[src/rtl/idiv_if.sv]
// Handshake and data bundle for the iterative integer divider (idiv).
// Signal names follow the divider's established port names.
interface idiv_if;
    logic        clkEn;
    logic        en;
    logic [2:0]  op;
    logic [64:0] R;
    logic [64:0] C;
    logic [64:0] Res;
    logic [5:0]  flg;
    logic        busy;
    logic        done;

    modport master (output clkEn, en, op, R, C, input Res, flg, busy, done);
    modport slave  (input clkEn, en, op, R, C, output Res, flg, busy, done);
endinterface

[src/rtl/idiv.sv]
// Restoring radix-2 integer divider, 32/64-bit, signed/unsigned, quotient or remainder.
// Optional macro IDIV_EARLY_OUT_EN skips the leading-zero iterations of |dividend|.
//
// state | meaning
// IDLE  | waiting for a start request
// PREP  | take operand magnitudes, record signs, load counter
// ITER  | one quotient bit per enabled cycle, counter counts down
// FIX   | apply signs, select quotient/remainder, compute flags
// DONE  | result valid, done pulse; a new start may be accepted here
module idiv (
    input  logic   clk,
    input  logic   rst,
    idiv_if.slave  bus
);
    typedef enum logic [2:0] {IDLE, PREP, ITER, FIX, DONE} state_t;
    state_t state, state_nxt;

    logic [63:0] dvd_raw, dvs_raw, dvs_abs, quo, rem;
    logic [6:0]  cnt;
    logic        op_short, op_rem, op_signed;
    logic        q_neg, r_neg, dz, ovf;
    logic [64:0] res_q;
    logic [5:0]  flg_q;

    logic [63:0] mask, mask_in, min_val, r_abs, c_abs, quo_init;
    logic        r_sign, c_sign, div_zero, ovf_p, skip_iter, accept;
    logic [6:0]  cnt_init;
    logic [64:0] rem_sh, diff;
    logic        ge;
    logic [63:0] rem_nxt, q_mag, q_fix, r_fix, res_fix;
    logic [5:0]  flg_fix;
    logic        unused_ok;

    assign unused_ok = ^{bus.R[64], bus.C[64]};

    assign mask_in = bus.op[2] ? 64'h0000_0000_FFFF_FFFF : 64'hFFFF_FFFF_FFFF_FFFF;
    assign mask    = op_short  ? 64'h0000_0000_FFFF_FFFF : 64'hFFFF_FFFF_FFFF_FFFF;
    assign min_val = op_short  ? 64'h0000_0000_8000_0000 : 64'h8000_0000_0000_0000;
    assign accept  = bus.en && (state == IDLE || state == DONE);

    // Operand preparation, evaluated while in PREP
    always_comb begin
        r_sign   = op_short ? dvd_raw[31] : dvd_raw[63];
        c_sign   = op_short ? dvs_raw[31] : dvs_raw[63];
        r_abs    = (op_signed && r_sign) ? ((-dvd_raw) & mask) : dvd_raw;
        c_abs    = (op_signed && c_sign) ? ((-dvs_raw) & mask) : dvs_raw;
        div_zero = (dvs_raw == 64'd0);
        ovf_p    = op_signed && (dvd_raw == min_val) && (dvs_raw == mask);
`ifdef IDIV_EARLY_OUT_EN
        cnt_init = 7'd0;
        for (int i = 0; i < 64; i++) begin
            if (r_abs[i]) cnt_init = 7'(i + 1);
        end
        // Align the leading one to bit 63 so the first iteration consumes it.
        quo_init  = r_abs << (7'd64 - cnt_init);
        skip_iter = div_zero || (cnt_init == 7'd0);
`else
        cnt_init  = op_short ? 7'd32 : 7'd64;
        quo_init  = op_short ? (r_abs << 32) : r_abs;
        skip_iter = div_zero;
`endif
    end

    // One restoring step: shift in next dividend bit, subtract if it fits
    always_comb begin
        rem_sh  = {rem, quo[63]};
        diff    = rem_sh - {1'b0, dvs_abs};
        ge      = ~diff[64];
        rem_nxt = ge ? diff[63:0] : rem_sh[63:0];
    end

    always_comb begin
        q_mag = quo & mask;
        q_fix = q_neg ? ((-q_mag) & mask) : q_mag;
        r_fix = r_neg ? ((-rem) & mask) : rem;
        if (dz) begin
            q_fix = mask;
            r_fix = dvd_raw;
        end
        res_fix = op_rem ? r_fix : q_fix;
        flg_fix = {dz, ovf, 1'b0, (op_short ? res_fix[31] : res_fix[63]),
                   ~|res_fix, ~^res_fix[7:0]};
    end

    always_ff @(posedge clk) begin
        if (rst)
            state <= IDLE;
        else if (bus.clkEn)
            state <= state_nxt;
    end

    always_comb begin
        state_nxt = state;
        case (state)
            IDLE: if (bus.en) state_nxt = PREP;
            PREP: state_nxt = skip_iter ? FIX : ITER;
            ITER: if (cnt == 7'd1) state_nxt = FIX;
            FIX:  state_nxt = DONE;
            DONE: state_nxt = bus.en ? PREP : IDLE;
            default: state_nxt = IDLE;
        endcase
    end

    always_ff @(posedge clk) begin
        if (rst) begin
            dvd_raw   <= '0;
            dvs_raw   <= '0;
            dvs_abs   <= '0;
            quo       <= '0;
            rem       <= '0;
            cnt       <= '0;
            op_short  <= 1'b0;
            op_rem    <= 1'b0;
            op_signed <= 1'b0;
            q_neg     <= 1'b0;
            r_neg     <= 1'b0;
            dz        <= 1'b0;
            ovf       <= 1'b0;
            res_q     <= '0;
            flg_q     <= '0;
        end else if (bus.clkEn) begin
            if (accept) begin
                dvd_raw   <= bus.R[63:0] & mask_in;
                dvs_raw   <= bus.C[63:0] & mask_in;
                op_short  <= bus.op[2];
                op_rem    <= bus.op[1];
                op_signed <= bus.op[0];
            end
            case (state)
                PREP: begin
                    quo     <= quo_init;
                    dvs_abs <= c_abs;
                    rem     <= '0;
                    cnt     <= skip_iter ? 7'd0 : cnt_init;
                    q_neg   <= op_signed && (r_sign ^ c_sign);
                    r_neg   <= op_signed && r_sign;
                    dz      <= div_zero;
                    ovf     <= ovf_p;
                end
                ITER: begin
                    rem <= rem_nxt;
                    quo <= {quo[62:0], ge};
                    cnt <= cnt - 7'd1;
                end
                FIX: begin
                    res_q <= {1'b0, res_fix};
                    flg_q <= flg_fix;
                end
                default: ;
            endcase
        end
    end

    assign bus.Res  = res_q;
    assign bus.flg  = flg_q;
    assign bus.busy = (state == PREP) || (state == ITER) || (state == FIX);
    assign bus.done = (state == DONE);
endmodule

[src/flat_wrapper.sv]
// flat-port wrapper written by rule: the top's interface ports become plain ports
module idiv_flat 
  (clk, rst, bus_clkEn, bus_en, bus_op, bus_R, bus_C, bus_Res, bus_flg, bus_busy, bus_done);
  idiv_if bus_i ();
  input  logic clk;
  input  logic rst;
  input wire logic [$bits(bus_i.clkEn)-1:0] bus_clkEn;
  input wire logic [$bits(bus_i.en)-1:0] bus_en;
  input wire logic [$bits(bus_i.op)-1:0] bus_op;
  input wire logic [$bits(bus_i.R)-1:0] bus_R;
  input wire logic [$bits(bus_i.C)-1:0] bus_C;
  output wire logic [$bits(bus_i.Res)-1:0] bus_Res;
  output wire logic [$bits(bus_i.flg)-1:0] bus_flg;
  output wire logic [$bits(bus_i.busy)-1:0] bus_busy;
  output wire logic [$bits(bus_i.done)-1:0] bus_done;
  assign bus_i.clkEn = bus_clkEn;
  assign bus_i.en = bus_en;
  assign bus_i.op = bus_op;
  assign bus_i.R = bus_R;
  assign bus_i.C = bus_C;
  assign bus_Res = bus_i.Res;
  assign bus_flg = bus_i.flg;
  assign bus_busy = bus_i.busy;
  assign bus_done = bus_i.done;
  idiv u_core (.clk(clk), .rst(rst), .bus(bus_i));
endmodule
[config.mk]
export PLATFORM = sky130hd
export DESIGN_NAME = idiv_flat
export DESIGN_NICKNAME = d
export VERILOG_FILES = /design/src/rtl/idiv_if.sv /design/src/rtl/idiv.sv /design/src/flat_wrapper.sv
export SDC_FILE = /design/constraint.sdc
export NUM_CORES = 1
export LEC_CHECK = 0
export CAP_MARGIN = 20
export CELL_PAD_IN_SITES_DETAIL_PLACEMENT = 1
export CELL_PAD_IN_SITES_GLOBAL_PLACEMENT = 2
export CORE_MARGIN = 8
export CORE_UTILIZATION = 37
export CTS_BUF_LIST = sky130_fd_sc_hd__clkbuf_16
export DETAILED_ROUTE_END_ITERATION = 7
export PLACE_DENSITY_LB_ADDON = 0.1
export SYNTH_ARGS = -nofsm -noshare
export SYNTH_HDL_FRONTEND = slang
export SYNTH_SLANG_ARGS = --single-unit
[constraint.sdc]
create_clock -name clk -period 6.53 [get_ports clk]
set_input_delay 1.959 -clock clk [delete_from_list [all_inputs] [get_ports clk]]
set_output_delay 1.959 -clock clk [all_outputs]
set_load 0.02 [all_outputs]
==> run summary <==
GR Util met1: 0.366
Mapped cell area: 27300 sq um
Fmax: 0.185 GHz
Post-placement cell area: 30000 sq um
Synthesized flop and latch total: 406
Clk Latency, worst-skew pair: 0.60 ns
Yosys top cell by area: dfxtp_1
Die width: 288 um
Max Clock Skew: 0.0169 ns
RSZ-0062 raised after global routing: no
Worst vdd ir: 882 uV
Global-route wire length before repair: 180000 um
Overall Global Routing Usage: 0.276
Outcome: finished clean
Initial antenna violation count: 2
PD cells: 484 nW/um^2
# nets final: 4005
Worst Path Max Fanout: 20
Total gr overflow: 0
CTS tree: built
WP data required: 7.03 ns
Share of cells above drive strength 1: 0.0468
Worst slew pin tran: 1.14 ns
Final period utilization: 0.829
YS warnings: 0
Initial core utilization: 0.374
Hold_buf cts: 0
Routed wire length: 119000 um
Seq/Total Area, Yosys: 0.298
Reg clk slew, reported paths: 0.07 ns
DP Worst Slack: 1.09 ns
Post-synth EDFFs: 0
Via Count: 28737
Initial drt markers: 2240
Post-synth top cells: 577 x nand2_1, 406 x dfxtp_1, 381 x nor2_1
Post_cts resized: 0
Largest net degree at the start of global routing: 85
Gpl congestion: 0.955
Die height: 288 um
Post-DP HPWL: 92600 um
Final core occ: 0.432
Area Overhead vs Synth: 15.4%
P_leak: 11.5 nW
Max incr delay on CP: 0.73 ns
Finished Cell Area: 31500 sq um
Setup repair bufs after CTS: 0
Vias in the first global route: 29249
Critical path launch point type: flop
Met2 Usage GRT: 0.461
DR pass1 iterations: 5
Port buffer count: 205
Synth cell types: 86
Std cell rows: 99
Die Area: 82700 sq um
Slowest stage cell, crit path: nor4_1
Most frequent cell after synthesis: nand2_1
Final Hold Fails: 0
H-tree Lvls: 2
PnR worst setup slack: 1.12 ns
Cells after Synth: 3772
Antenna Nets Post-Route: 0
Final setup viols: 0
MaxCap Viol Count: 0
Remaining DRCs: 0
Worst-path cell chain: inv_1, ha_1, inv_1, fa_1, a211oi_1, o21bai_1, o22ai_1, o31ai_1, a21oi_1, nor4_1, o21ai_0, nand3_1, mux2i_4, buf_4, a21oi_1, o31ai_1
GRT met3 Usage: 0.0311
Top-area cell type share of the netlist area: 0.298
CTS Root Buffer Type: clkbuf_16
Slew Limit Headroom: 0.238
Top FF cell, synth: dfxtp_1
TritonCTS buffer count: 50
Final min period: 5.41 ns
Io pins: 210
Power after layout: 15.2 mW
Layer with the highest usage: met2
Final Max Slew Viols: 0
Hold Crit Class: flop to flop
Worst EP arrival: 5.92 ns
Setup TNS: 0 ns
Crit. End Element: flop
Syn_area_per_cell: 7.24 sq um
DR WL/cell: 24.9 um
Clock Tree Buf Depth: 3
FFs w/ async S/R, synth: 0
Vias per cell: 6.00
Critical path class: flop to flop
Core ar.: 73000 sq um
Top cells by area, synth: dfxtp_1 30%, nand2_1 7.9%, a21oi_1 6.9%
CTS sink cnt: 406
[report_power, final]
part           switching [mW]  leakage (nW)  internal [mW]  total, mW
Combinational            6.60          7.45           3.03       9.63
Clock                    1.13         0.797           1.52       2.64
Sequential              0.336          3.29           2.64       2.97
[path summary, 6_finish.rpt]
path	startpoint	endpoint	slack, ns	cells past startpoint
worst max-delay path	u_core.quo[63]	u_core.rem[19]	1.12	16
worst min-delay path	u_core.dvs_abs[31]	u_core.dvs_abs[31]	0.46	2
worst max register to register	u_core.quo[63]	u_core.rem[19]	1.12	16
worst min register to register	u_core.dvs_abs[31]	u_core.dvs_abs[31]	0.46	2
[per-stage QoR]
stage / cells / hold slack [ns]
2_1_floorplan: 3773 / 0.432
3_3_place_gp: 4699 / 0.443
3_5_place_dp: 4699 / 0.453
4_1_cts: 4787 / 0.466
5_1_grt: 4787 / 0.485
6_report: 4789 / 0.459
[flip-flops by register name (all words and copies together) (netlist names)]
signal            cells
u_core.bus.Res       64
u_core.dvd_raw       64
u_core.dvs_abs       64
u_core.dvs_raw       64
u_core.quo           64
u_core.rem           64
u_core.cnt            7
u_core.bus.flg        5
u_core.state          3
u_core.dz             1
u_core.op_rem         1
u_core.op_short       1
u_core.op_signed      1
u_core.ovf            1
u_core.q_neg          1
u_core.r_neg          1
[routing by layer]
metal  share of wire  vias up
met3           0.051      216
met1            0.45    14089
li1                -    13578
met5               0        -
met2            0.47      854
met4           0.037        0
[cell usage in the layout (no fill, tap or decap), types with 98 or more instances in the layout]
cell type,netlist,routed
nor2_1,381,376
xor2_1,138,138
nand4_1,98,98
a21oi_1,376,376
dfxtp_1,406,404
nor3_1,113,113
inv_1,111,125
o21ai_0,125,125
clkdlybuf4s50_1,0,203
xnor2_1,140,140
nand2_1,577,576
[cells by family (layout without fill, tap and decap cells)]
| family | after synthesis | in the layout | synth area share |
|---|---|---|---|
| and+or+nand+nor | 1519 | 1519 | 0.262 |
| muxes | 24 | 24 | 0.00889 |
| xor gates and xnor gates | 278 | 278 | 0.0892 |
| AOI/OAI and AO/OA | 1058 | 1058 | 0.250 |
| adders and majority gates | 76 | 76 | 0.0351 |
| buffers and inverters | 410 | 465 | 0.0569 |
| DFF | 406 | 406 | 0.298 |
| other | 1 | 4 | 0.000137 |
[final cells by class]
| class | instances | area [sq um] |
|---|---|---|
| fillers | 8930 | 41500 |
| multi-input cells | 2957 | 17700 |
| flip-flops and latches | 406 | 8130 |
| repair buffers | 265 | 2500 |
| clock buffers | 51 | 1280 |
| well taps | 959 | 1200 |
| inverters | 112 | 420 |
| clock inverters | 37 | 240 |
| diodes | 2 | 5.00 |
[critical path, delay by kind of cell, from the launching register on]
family	cells	cell delay (ns)
simple gates	2	1.14
flops	1	0.36
buf+inv	3	0.56
compound gates	8	2.14
fa+ha+maj	2	0.46
mux	1	0.63
Note: power is estimated with default switching activity, not from simulation.
